<file path="src/rtl/latch_sequencer.sv">
// latch_sequencer: CLE/ALE + WE# latch-cycle sequencer for an ONFI NAND pad ring.
// Drives a burst of 1..MAX_CYCLES latch cycles per request with programmable
// WE# low, WE# high and latch-hold timing. All outputs are registered.
module latch_sequencer #(
  parameter int unsigned DATA_W     = 8,
  parameter int unsigned MAX_CYCLES = 5,
  parameter int unsigned T_WP       = 2,
  parameter int unsigned T_WH       = 2,
  parameter int unsigned T_CLH      = 2,
  parameter int unsigned T_ALH      = 2,
  localparam int unsigned CW        = $clog2(MAX_CYCLES + 1)
) (
  input  logic              clk,
  input  logic              nreset,
  input  logic              activate,
  input  logic              mode,
  input  logic [CW-1:0]     n_cycles,
  input  logic              abort,
  input  logic [DATA_W-1:0] data_in,
  output logic [CW-1:0]     byte_idx,
  output logic              cle,
  output logic              ale,
  output logic              we_n,
  output logic [DATA_W-1:0] io_out,
  output logic              io_oe,
  output logic              busy,
  output logic              done,
  output logic              aborted
);

  // Counter is sized for the largest timing parameter.
  localparam int unsigned T_MAX_A = (T_WP  > T_WH)    ? T_WP  : T_WH;
  localparam int unsigned T_MAX_B = (T_CLH > T_ALH)   ? T_CLH : T_ALH;
  localparam int unsigned T_MAX   = (T_MAX_A > T_MAX_B) ? T_MAX_A : T_MAX_B;
  localparam int unsigned CNT_W   = $clog2(T_MAX + 1);

  typedef enum logic [1:0] {
    IDLE    = 2'd0,
    WE_LOW  = 2'd1,
    WE_HIGH = 2'd2,
    HOLD    = 2'd3
  } state_e;

  state_e              state_q, state_d;
  logic [CNT_W-1:0]    cnt_q, cnt_d;
  logic [CW-1:0]       len_q, len_d;
  logic                mode_q, mode_d;
  logic [CW-1:0]       byte_idx_q, byte_idx_d;
  logic [DATA_W-1:0]   io_out_q, io_out_d;
  logic                cle_q, cle_d;
  logic                ale_q, ale_d;
  logic                we_n_q, we_n_d;
  logic                io_oe_q, io_oe_d;
  logic                busy_q, busy_d;
  logic                done_q, done_d;
  logic                aborted_q, aborted_d;

  logic                cnt_exp;
  logic                last_byte;
  logic                go_idle;

  // State, counter and registered outputs.
  always_ff @(posedge clk or negedge nreset) begin
    if (!nreset) begin
      state_q    <= IDLE;
      cnt_q      <= '0;
      len_q      <= '0;
      mode_q     <= 1'b0;
      byte_idx_q <= '0;
      io_out_q   <= '0;
      cle_q      <= 1'b0;
      ale_q      <= 1'b0;
      we_n_q     <= 1'b1;
      io_oe_q    <= 1'b0;
      busy_q     <= 1'b0;
      done_q     <= 1'b0;
      aborted_q  <= 1'b0;
    end else begin
      state_q    <= state_d;
      cnt_q      <= cnt_d;
      len_q      <= len_d;
      mode_q     <= mode_d;
      byte_idx_q <= byte_idx_d;
      io_out_q   <= io_out_d;
      cle_q      <= cle_d;
      ale_q      <= ale_d;
      we_n_q     <= we_n_d;
      io_oe_q    <= io_oe_d;
      busy_q     <= busy_d;
      done_q     <= done_d;
      aborted_q  <= aborted_d;
    end
  end

  // Next state and next registered outputs; abort overrides counter expiry.
  always_comb begin
    state_d    = state_q;
    cnt_d      = cnt_q;
    len_d      = len_q;
    mode_d     = mode_q;
    byte_idx_d = byte_idx_q;
    io_out_d   = io_out_q;
    cle_d      = cle_q;
    ale_d      = ale_q;
    we_n_d     = we_n_q;
    io_oe_d    = io_oe_q;
    busy_d     = busy_q;
    done_d     = 1'b0;
    aborted_d  = 1'b0;
    go_idle    = 1'b0;
    cnt_exp    = (cnt_q == CNT_W'(1));
    last_byte  = (byte_idx_q == (len_q - CW'(1)));

    unique case (state_q)
      IDLE: begin
        if (activate && (n_cycles != '0)) begin
          state_d    = WE_LOW;
          cnt_d      = CNT_W'(T_WP);
          mode_d     = mode;
          len_d      = (n_cycles > CW'(MAX_CYCLES)) ? CW'(MAX_CYCLES) : n_cycles;
          byte_idx_d = '0;
          io_out_d   = data_in;
          cle_d      = ~mode;
          ale_d      = mode;
          we_n_d     = 1'b0;
          io_oe_d    = 1'b1;
          busy_d     = 1'b1;
        end
      end
      WE_LOW: begin
        if (cnt_exp) begin
          we_n_d = 1'b1;
          if (last_byte) begin
            state_d = HOLD;
            cnt_d   = mode_q ? CNT_W'(T_ALH) : CNT_W'(T_CLH);
          end else begin
            state_d    = WE_HIGH;
            cnt_d      = CNT_W'(T_WH);
            byte_idx_d = byte_idx_q + CW'(1);
          end
        end else begin
          cnt_d = cnt_q - CNT_W'(1);
        end
      end
      WE_HIGH: begin
        if (cnt_exp) begin
          state_d  = WE_LOW;
          cnt_d    = CNT_W'(T_WP);
          io_out_d = data_in;
          we_n_d   = 1'b0;
        end else begin
          cnt_d = cnt_q - CNT_W'(1);
        end
      end
      HOLD: begin
        if (cnt_exp) begin
          go_idle = 1'b1;
          done_d  = 1'b1;
        end else begin
          cnt_d = cnt_q - CNT_W'(1);
        end
      end
      default: begin
        go_idle = 1'b1;
      end
    endcase

    if (abort && (state_q != IDLE)) begin
      go_idle   = 1'b1;
      done_d    = 1'b0;
      aborted_d = 1'b1;
    end

    if (go_idle) begin
      state_d    = IDLE;
      cnt_d      = '0;
      byte_idx_d = '0;
      io_out_d   = '0;
      cle_d      = 1'b0;
      ale_d      = 1'b0;
      we_n_d     = 1'b1;
      io_oe_d    = 1'b0;
      busy_d     = 1'b0;
    end
  end

  assign byte_idx = byte_idx_q;
  assign cle      = cle_q;
  assign ale      = ale_q;
  assign we_n     = we_n_q;
  assign io_out   = io_out_q;
  assign io_oe    = io_oe_q;
  assign busy     = busy_q;
  assign done     = done_q;
  assign aborted  = aborted_q;

endmodule

</file>
<file path="config.mk">
export PLATFORM = sky130hd
export DESIGN_NAME = latch_sequencer
export DESIGN_NICKNAME = d
export VERILOG_FILES = /design/src/rtl/latch_sequencer.sv
export SDC_FILE = /design/constraint.sdc
export NUM_CORES = 1
export LEC_CHECK = 0
export BUFFER_PORTS_ARGS = -buffer_cell sky130_fd_sc_hd__buf_2
export CAP_MARGIN = 20
export CORE_MARGIN = 8
export CORE_UTILIZATION = 40
export CTS_BUF_LIST = sky130_fd_sc_hd__clkbuf_4 sky130_fd_sc_hd__clkbuf_8 sky130_fd_sc_hd__clkbuf_16
export CTS_CLUSTER_SIZE = 16
export DETAILED_ROUTE_END_ITERATION = 8
export PLACE_DENSITY_LB_ADDON = 0.1
export SLEW_MARGIN = 20
export SYNTH_ARGS = -nofsm -noshare
export SYNTH_HDL_FRONTEND = slang
export SYNTH_SLANG_ARGS = --single-unit
</file>
<file path="constraint.sdc">
create_clock -name clk -period 4.8 [get_ports clk]
set_clock_uncertainty 0.15 [all_clocks]
set_input_delay 0.72 -clock clk [delete_from_list [all_inputs] [get_ports clk]]
set_output_delay 0.72 -clock clk [all_outputs]
set_load 0.005 [all_outputs]
</file>
Word level (Yosys, flattened, before mapping)
Index checks and enable logic that the tools add are counted.
{"block": "totals", "ff_bits": 24, "input_bits": 16, "out_inout_bits": 18, "wordCells": 83}
{"block": "classes", "addsub": 3, "magnitude_cmp": 1, "eq_ne": 10, "n_mux": 40, "bitwise_logic": 1, "n_reduce_logical": 17}
{"cell": "8-bit two-way mux", "n": 3}
{"cell": "1-bit two-way mux", "n": 19}
{"cell": "2-bit two-way mux", "n": 8}
{"cell": "8-bit one-hot mux with 2 select lines", "n": 1}
{"cell": "3-bit two-way mux", "n": 5}
{"cell": "3-bit != test (second input constant)", "n": 5}
{"cell": "2-bit one-hot mux with 3 select lines", "n": 2}
{"cell": "3-bit nonzero test", "n": 3}
{"cell": "4-bit AND reduction", "n": 2}
{"cell": "3-bit one-hot mux with 2 select lines", "n": 1}
{"cell": "2-bit AND reduction", "n": 3}
{"cell": "2-bit nonzero test", "n": 3}
{"cell": "2-bit by 1-bit == test with 1-bit output (second input constant)", "n": 2}
{"cell": "2-bit == test (second input constant)", "n": 2}
{"cell": "4-bit nonzero test", "n": 1}
{"cell": "3-bit by 1-bit adder with 3-bit output (second input constant)", "n": 1}
{"cell": "3-bit == test", "n": 1}
{"cell": "3-bit greater-than comparator (second input constant)", "n": 1}
{"cell": "1-bit one-hot mux with 3 select lines", "n": 1}
{"cell": "3-bit AND reduction", "n": 1}
{"cell": "3-bit by 1-bit subtractor with 3-bit output (second input constant)", "n": 1}
{"cell": "1-bit logical AND", "n": 2}
{"cell": "2-bit logical NOT", "n": 1}
{"cell": "2-bit OR reduction", "n": 1}
{"cell": "2 further kinds", "n": 2}

Depth between registers and ports, before layout
Gate-level depths: netlist of the first run.
{"block": "logic_depth", "depth_word": 6, "depth_mapped": 9, "mapped_depth_nobuf": 7}

Worst setup path after synthesis of the first run
OpenSTA, ideal clock, no wires.
{"block": "synth_timing", "path_kind": "input to register", "from": "in n_cycles[1]", "to": "reg io_out_q[0] (netlist: io_out[0])", "setup_ns": 0.079, "arrival_ns": 1.599, "required_ns": 4.571, "setup_slack_ns": 2.972, "stages": 4, "path_buffers": 0, "cell_sequence": "o31ai_4 -> nand2_4 -> a21oi_4 -> mux2i_1"}
{"block": "synth_via", "elab_chain_len": 4}
{"element": "start, declared", "line": "17", "source": "input logic [CW-1:0] n_cycles,"}
{"element": "3-bit nonzero test", "line": "116", "source": "if (activate && (n_cycles != '0)) begin"}
{"element": "1-bit logical AND", "line": "116"}
{"element": "3-bit != test (no source line)"}
{"element": "3-bit AND reduction (no source line)"}
{"element": "end signal, assigned", "line": "84", "source": "io_out_q <= io_out_d;"}
{"element": "end, declared", "line": "49", "source": "logic [DATA_W-1:0] io_out_q, io_out_d;"}
Every way passes these cells.
A chain may end at the register's enable or synchronous reset.

Final worst setup path of the first run
{"block": "layout_timing", "from": "reg state_q[0]", "to": "reg byte_idx_q[2] (netlist: byte_idx[2])"}
{"block": "layout_via", "elab_chain_len": 5, "elab_cells_between_ends": 14, "classes_between": "5 x eq/ne; 4 x mux; 5 x reduce/logical"}
{"element": "start, declared", "line": "44", "source": "state_e state_q, state_d;"}
{"element": "start signal, assigned", "line": "79", "source": "state_q <= state_d;"}
{"element": "2-bit == test / 2-bit nonzero test (equally long branches)", "line": "114, 168"}
{"element": "1-bit two-way mux / 1-bit logical AND (equally long branches)", "line": "114, 168"}
{"element": "1-bit two-way mux", "line": "168", "source": "if (abort && (state_q != IDLE)) begin"}
{"element": "3-bit != test (no source line) / 3-bit nonzero test (equally long branches)"}
{"element": "4-bit AND reduction (no source line)"}
{"element": "end signal, assigned", "line": "83", "source": "byte_idx_q <= byte_idx_d;"}
{"element": "end, declared", "line": "48", "source": "logic [CW-1:0] byte_idx_q, byte_idx_d;"}
Parallel ways exist; a longest one is shown, timed or not.

==> reports/results.ini, run 1 <==
[placement]
dp.final_hpwl_um = 2450
place_congestion = 0.881
port_buffers = 33

[logic_synthesis]
synth_flop_cell = dfrtp_1
synth_common_cells = dfrtp_1 (23), inv_1 (17), nand2_1 (14)
ys_seq_elements = 24
ys_types = 40
synth.area.top_cells = dfrtp_1 (41%), ha_1 (8.9%), mux2i_1 (7.8%), inv_1 (4.5%), nand2_1 (3.7%)
synth_top_area_cell = dfrtp_1
synthCells = 138
synth.yosys.seq_area_share = 0.426
syn-num-nets = 164
synth_area_um2 = 1410
synth_edf_count = 0
synth_async_sr_flop_share = 1.00
yosys_warnings = 0
synthMostInstantiatedCell = dfrtp_1
syn_avg_cell_area_um2 = 10.2
netlist.area_leader.share = 0.407

[power_and_ir_drop]
powerDensity_nw_per_um2 = 610
pwr-share-comb = 0.514
p_int_uw = 606
p_switching_uw = 400
p_leak_nw = 0.863
seqPwrFrac = 0.335
p_clk_frac = 0.151
swShare = 0.398
peakVddDrop_mv = 0.203

[grt]
globalRouteOverflowTotal = 0
grtUsageMet1 = 0.153
top_usage_layer = met2
grt_start_max_net_pins = 25
grt_pass1_wl_um = 5280
use_met3 = 0.0263
met2_usage = 0.200
grt_pass1_vias = 1116
grt_use_total = 0.124
antenna_found_initial = 0

[timing]
max_freq_ghz = 0.451
final.min_clock_period_ns = 2.22
rsz0062_at_grt = false
period_share = 0.462
slew_headroom = 0.407
tns_ns = 0
hold_viol_final = 0
worstMarginPinSlew_ns = 0.875
slew_viol_final = 0
setup_viol = 0

[clock_tree]
h-tree-depth = 1
clockBufferDepth = 2
cts-resized-gates = 0
clk-insertion-delay-late_ns = 0.33
post_cts_buffers = 0
numCtsBuffers = 3
cts.sinks = 24
clk_pin_slew_worst_paths_ns = 0.14
hold_buffers = 0
cts_tree = done
clock-root-buffer = clkbuf_4

[setup_path]
cp_num_cells = 7
path_delay_family = simple AND/OR/NAND/NOR gates
worstRegToRegCells = 7
worstPathMaxFanout = 9
reg2reg_slack_ns = 2.58
crit_path_end = byte_idx[2]$_DFFE_PN0P_
cp_slowest_cell = dfrtp_1
crit_type = flip-flop to flip-flop
r2r-end = byte_idx[2]$_DFFE_PN0P_
max_stage_delay_ns = 0.44
arrival_ns = 2.32
crit_start = state_q[0]$_DFFE_PN0P_
cp.buffers_inverters = 2
cp-end-kind = flip-flop
worstSetupStartpointType = flip-flop
worstPathCellList = inv_1 > ha_1 > nand2b_4 > inv_4 > nor3_1 > a41oi_1 > a31oi_1
reg2reg_from = state_q[0]$_DFFE_PN0P_
crit_required_ns = 4.91

[floorplanning]
boundaryPins = 34
fp.coreArea_um2 = 3360
die_h_um = 75.4
start_util = 0.420
die-area_um2 = 5690
die_w_um = 75.4
num_rows = 21

[finish]
n_antenna_cell = 0
post-route-util = 0.490
layout-drive-gt1-share = 0.294
area_growth_pct = 16.7
num-nets-final = 197

[routing]
vias = 1090
dr.pass1.iters = 4
finalWirelength_um = 3210
wire_per_inst_um = 14.9
drt_iter0_drc = 35
drtAntennaViolNets = 0
avgViaCountPerCell = 5.05
route.detailed.drc = 0

[status]
status = finished, final reports clean

[flow_run]
maxCapViolations = 0

[min_path]
hold_class = input pin to asynchronous set/reset pin

==> worst min-delay path by stage <==
stage,from,end,slack (ns),cells after the start
after floorplan,nreset,aborted$_DFF_PN0_,0.27,0
after global placement,io_out[7]$_DFFE_PN0P_,io_out[7]$_DFFE_PN0P_,0.35,2
after detailed placement,io_out[6]$_DFFE_PN0P_,io_out[6]$_DFFE_PN0P_,0.36,2
after CTS,nreset,cle$_DFFE_PN0P_,0.21,1
after global routing,nreset,cle$_DFFE_PN0P_,0.22,1
final,nreset,done$_DFF_PN0_,0.19,1
==> layer usage <==
metal | part of all wire | up-vias
met2 | 0.48 | 21
met5 | 0 | -
met4 | 0.018 | 0
met1 | 0.45 | 527
met3 | 0.053 | 5
li1 | - | 537
==> area by class of cell <==
cell class,instances,area [µm²]
Clock buffer,3,22.5
Clock inverter,1,30.0
Fill cell,360,1710
Inverter,18,70.1
Multi-Input combinational cell,91,702
Sequential cell,24,602
Tap cell,46,57.6
Timing Repair Buffer,33,165
==> power groups by stage <==
stage	clock, mW	sequential [mW]	combinational, mW
3_5_place_dp	0	0.344	0.520
6_report	0.152	0.337	0.517
5_1_grt	0.168	0.351	0.578
3_3_place_gp	0	0.337	0.513
2_1_floorplan	0	0.340	0.382
4_1_cts	0.155	0.339	0.523
==> sequential cells by signal, indices dropped and copies added (netlist names) <==
signal	count
io_out	8
byte_idx	3
len_q	3
cnt_q	2
state_q	2
aborted	1
ale	1
busy	1
cle	1
done	1
we_n	1
==> metrics by stage <==
step | worst slack (ns) | instances | instance area [µm²] | hold slack (ns) | power, mW
3_5_place_dp | 2.62 | 212 | 1600 | 0.362 | 0.863
3_3_place_gp | 2.67 | 212 | 1600 | 0.355 | 0.849
4_1_cts | 2.61 | 216 | 1650 | 0.206 | 1.02
5_1_grt | 2.50 | 216 | 1650 | 0.218 | 1.10
2_1_floorplan | 2.97 | 138 | 1410 | 0.274 | 0.722
6_report | 2.58 | 216 | 1650 | 0.193 | 1.01
==> layout by cell type (no fill, tap or decap), types with 2 or more instances in the layout <==
| master | instances |
|---|---|
| o21ai_0 | 3 |
| clkbuf_4 | 3 |
| mux2i_1 | 11 |
| nor2_1 | 5 |
| a21oi_1 | 9 |
| inv_1 | 17 |
| a31oi_1 | 2 |
| nand2_1 | 14 |
| dfrtp_1 | 23 |
| mux2_2 | 2 |
| ha_1 | 10 |
| nand2_4 | 2 |
| xor2_1 | 2 |
| nand3_1 | 8 |
| nor3_1 | 2 |
| buf_2 | 33 |
| o21bai_1 | 2 |
==> logic make-up after synthesis <==
family                     Yosys count  synth area share
and+or+nand+nor                     38             0.139
AOI/OAI and AO/OA                   27             0.147
muxes                               13            0.0939
buffers and inverters               23            0.0770
adders and majority gates           10            0.0886
xor gates and xnor gates             3            0.0283
DFF                                 24             0.426
No activity file was read; power rests on OpenSTA's default activity.
==> run 2: changes to the inputs <==
==> constraint.sdc (replaced) <==
create_clock -name clk -period 2.05 [get_ports clk]
set_clock_uncertainty 0.15 [all_clocks]
set_input_delay 0.3075 -clock clk [delete_from_list [all_inputs] [get_ports clk]]
set_output_delay 0.3075 -clock clk [all_outputs]
set_load 0.005 [all_outputs]
==> run 2 against run 1 <==
Effect of this change: total power grew 140%; hold slack got worse by 0.15 ns; worst setup slack got worse by 2.5 ns; sequential power rose by 130%; first-iteration DRC count decreased by 37%; global-route usage shrank 1.2 points; maximum frequency rose by 14%; clock-buffer cell count is the same; clock power rose by 130%; cell area increased by 3.0%; highest routed layer unchanged.
==> reports/results.ini, run 2 (synthesis gave the netlist of run 1 again) <==
[grt]
antenna_found_initial = 0  ; unchanged
grt_pass1_vias = 1067  ; -4.4%
grt_use_total = 0.112  ; -0.0120
grt_start_max_net_pins = 25  ; unchanged
grt_pass1_wl_um = 4880  ; -7.6%
globalRouteOverflowTotal = 0  ; unchanged

[power_and_ir_drop]
p_switching_uw = 938  ; +130%
swShare = 0.386  ; -0.0119
p_leak_nw = 0.882  ; +2.2%
p_int_mw = 1.49  ; +150%
p_clk_frac = 0.145  ; -0.006
powerDensity_nw_per_um2 = 1430  ; +130%
seqPwrFrac = 0.321  ; -0.014
pwr-share-comb = 0.533  ; +0.019
power.total_mw = 2.43  ; +140%
peakVddDrop_mv = 0.523  ; +160%

[placement]
dp.final_hpwl_um = 2420  ; -1.1%
dpl_cell_area_um2 = 1600  ; +0.47%
place_congestion = 0.855  ; -2.9%
port_buffers = 33  ; unchanged

[timing]
worstMarginPinSlew_ns = 0.875  ; -0.000251 ns
period_share = 0.945  ; +0.483
slew_viol_final = 0  ; unchanged
hold_viol_final = 0  ; unchanged
slew_headroom = 0.408  ; about the same
setup_viol = 0  ; unchanged
max_freq_ghz = 0.516  ; +14%
final.min_clock_period_ns = 1.94  ; -0.281 ns
tns_ns = 0  ; unchanged

[finish]
n_fill_cell = 342  ; -5.0%
seq_area_um2 = 602  ; unchanged
num-nets-final = 200  ; +1.5%
n_antenna_cell = 0  ; unchanged
area_growth_pct = 20.3
mostFrequentLayoutCells = buf_2 (33), dfrtp_1 (23), inv_1 (17)
final_common_cell = buf_2
multi_input_area_um2 = 714  ; +1.8%
largest_reg_flops = 8  ; unchanged
layout-drive-gt1-share = 0.306  ; +0.0122
finish.instance_area_um2 = 1700  ; +3.0%

[routing]
finalWirelength_um = 3120  ; -2.8%
drtAntennaViolNets = 0  ; unchanged
dr.pass1.iters = 4  ; unchanged
wire_per_inst_um = 14.2  ; -4.1%
route.detailed.drc = 0  ; unchanged
vias = 1086  ; -0.37%
drt_iter0_drc = 22  ; -37%
avgViaCountPerCell = 4.96  ; -1.7%

[clock_tree]
clk-insertion-delay-late_ns = 0.33  ; about the same
clock-root-buffer = clkbuf_4
cts.sinks = 24  ; unchanged
cts_tree = done
clk_pin_slew_worst_paths_ns = 0.15  ; about the same
clockBufferDepth = 2  ; unchanged
h-tree-depth = 1  ; unchanged
numCtsBuffers = 3  ; unchanged

[setup_path]
crit_required_ns = 2.15  ; -2.76 ns
worstSetupStartpointType = flip-flop
worstPathMaxFanout = 8  ; -1
cp-end-kind = flip-flop
crit_type = flip-flop to flip-flop
arrival_ns = 2.04  ; -0.28 ns

[floorplanning]
die-area_um2 = 5690  ; unchanged
boundaryPins = 34  ; unchanged
fp.coreArea_um2 = 3360  ; unchanged
start_util = 0.420  ; unchanged
die_h_um = 75.4  ; unchanged
die_w_um = 75.4  ; unchanged
num_rows = 21  ; unchanged

[min_path]
hold_class = input pin to flip-flop

[flow_run]
maxCapViolations = 0  ; unchanged

[status]
status = finished, final reports clean

==> run 2: cell type report <==
class / instances / share of cell area
inverter: 18 / 0.0412
tap: 46 / 0.0339
clock buffer: 3 / 0.0133
sequential: 24 / 0.354
multi-input combinational: 91 / 0.420
clock inverter: 1 / 0.0177
timing repair buffer: 36 / 0.119
==> run 2: critical path, stage by stage, from the launching register on <==
cell	delay [ns]
dfrtp_1	0.44
inv_1	0.16
ha_1	0.22
mux2i_1	0.32
nand2_4	0.08
a21oi_4	0.14
buf_12	0.15
mux2i_1	0.18
==> run 2: path summary, 6_finish.rpt <==
check,start,cells after the start,endpoint,slack (ns)
max,state_q[0]$_DFFE_PN0P_,7,io_out[1]$_DFFE_PN0P_,0.11
min,mode,3,ale$_DFFE_PN0P_,0.05
max reg2reg,state_q[0]$_DFFE_PN0P_,7,io_out[1]$_DFFE_PN0P_,0.11
min reg2reg,io_out[4]$_DFFE_PN0P_,2,io_out[4]$_DFFE_PN0P_,0.38
max in group asynchronous,nreset,2,io_out[7]$_DFFE_PN0P_,1.04
min in group asynchronous,nreset,2,cnt_q[0]$_DFFE_PN0P_,0.33
==> run 2: power by group through the flow <==
stage / sequential [mW] / combinational, mW / clock (mW)
final: 0.782 / 1.30 / 0.353
after global routing: 0.811 / 1.45 / 0.379
after CTS: 0.785 / 1.24 / 0.365
after detailed placement: 0.796 / 1.22 / 0
after global placement: 0.788 / 1.21 / 0
after floorplan: 0.795 / 0.894 / 0
==> run 2: metrics by stage <==
| stage | std cells | worst slack, ns | utilization | hold WS, ns |
|---|---|---|---|---|
| 2_1_floorplan | 138 | 0.248 | - | -0.138 |
| 3_3_place_gp | 213 | 0.0670 | 0.477 | 0.181 |
| 3_5_place_dp | 213 | -0.00903 | 0.477 | 0.186 |
| 4_1_cts | 218 | 0.0414 | 0.496 | 0.0386 |
| 5_1_grt | 219 | -0.00810 | 0.505 | 0.0459 |
| 6_report | 219 | 0.113 | 0.505 | 0.0452 |
==> run 2: routing by layer <==
layer	vias up	global-route usage	wire length (µm)
li1	543	-	-
met1	513	0.146	1490
met2	26	0.172	1400
met3	4	0.0289	195
met4	0	0.0426	36
met5	-	0	0
==> run 2: what timing repair did <==
item | in CTS | in global routing
buffers inserted | 0 | 1
hold buffers | 1 | 0
gates resized for setup | 1 | 1
gates cloned | 0 | 0
endpoints found under the setup margin | 9 | 9
endpoints found under the hold margin | 23 | 0
pin swaps | 0 | 1
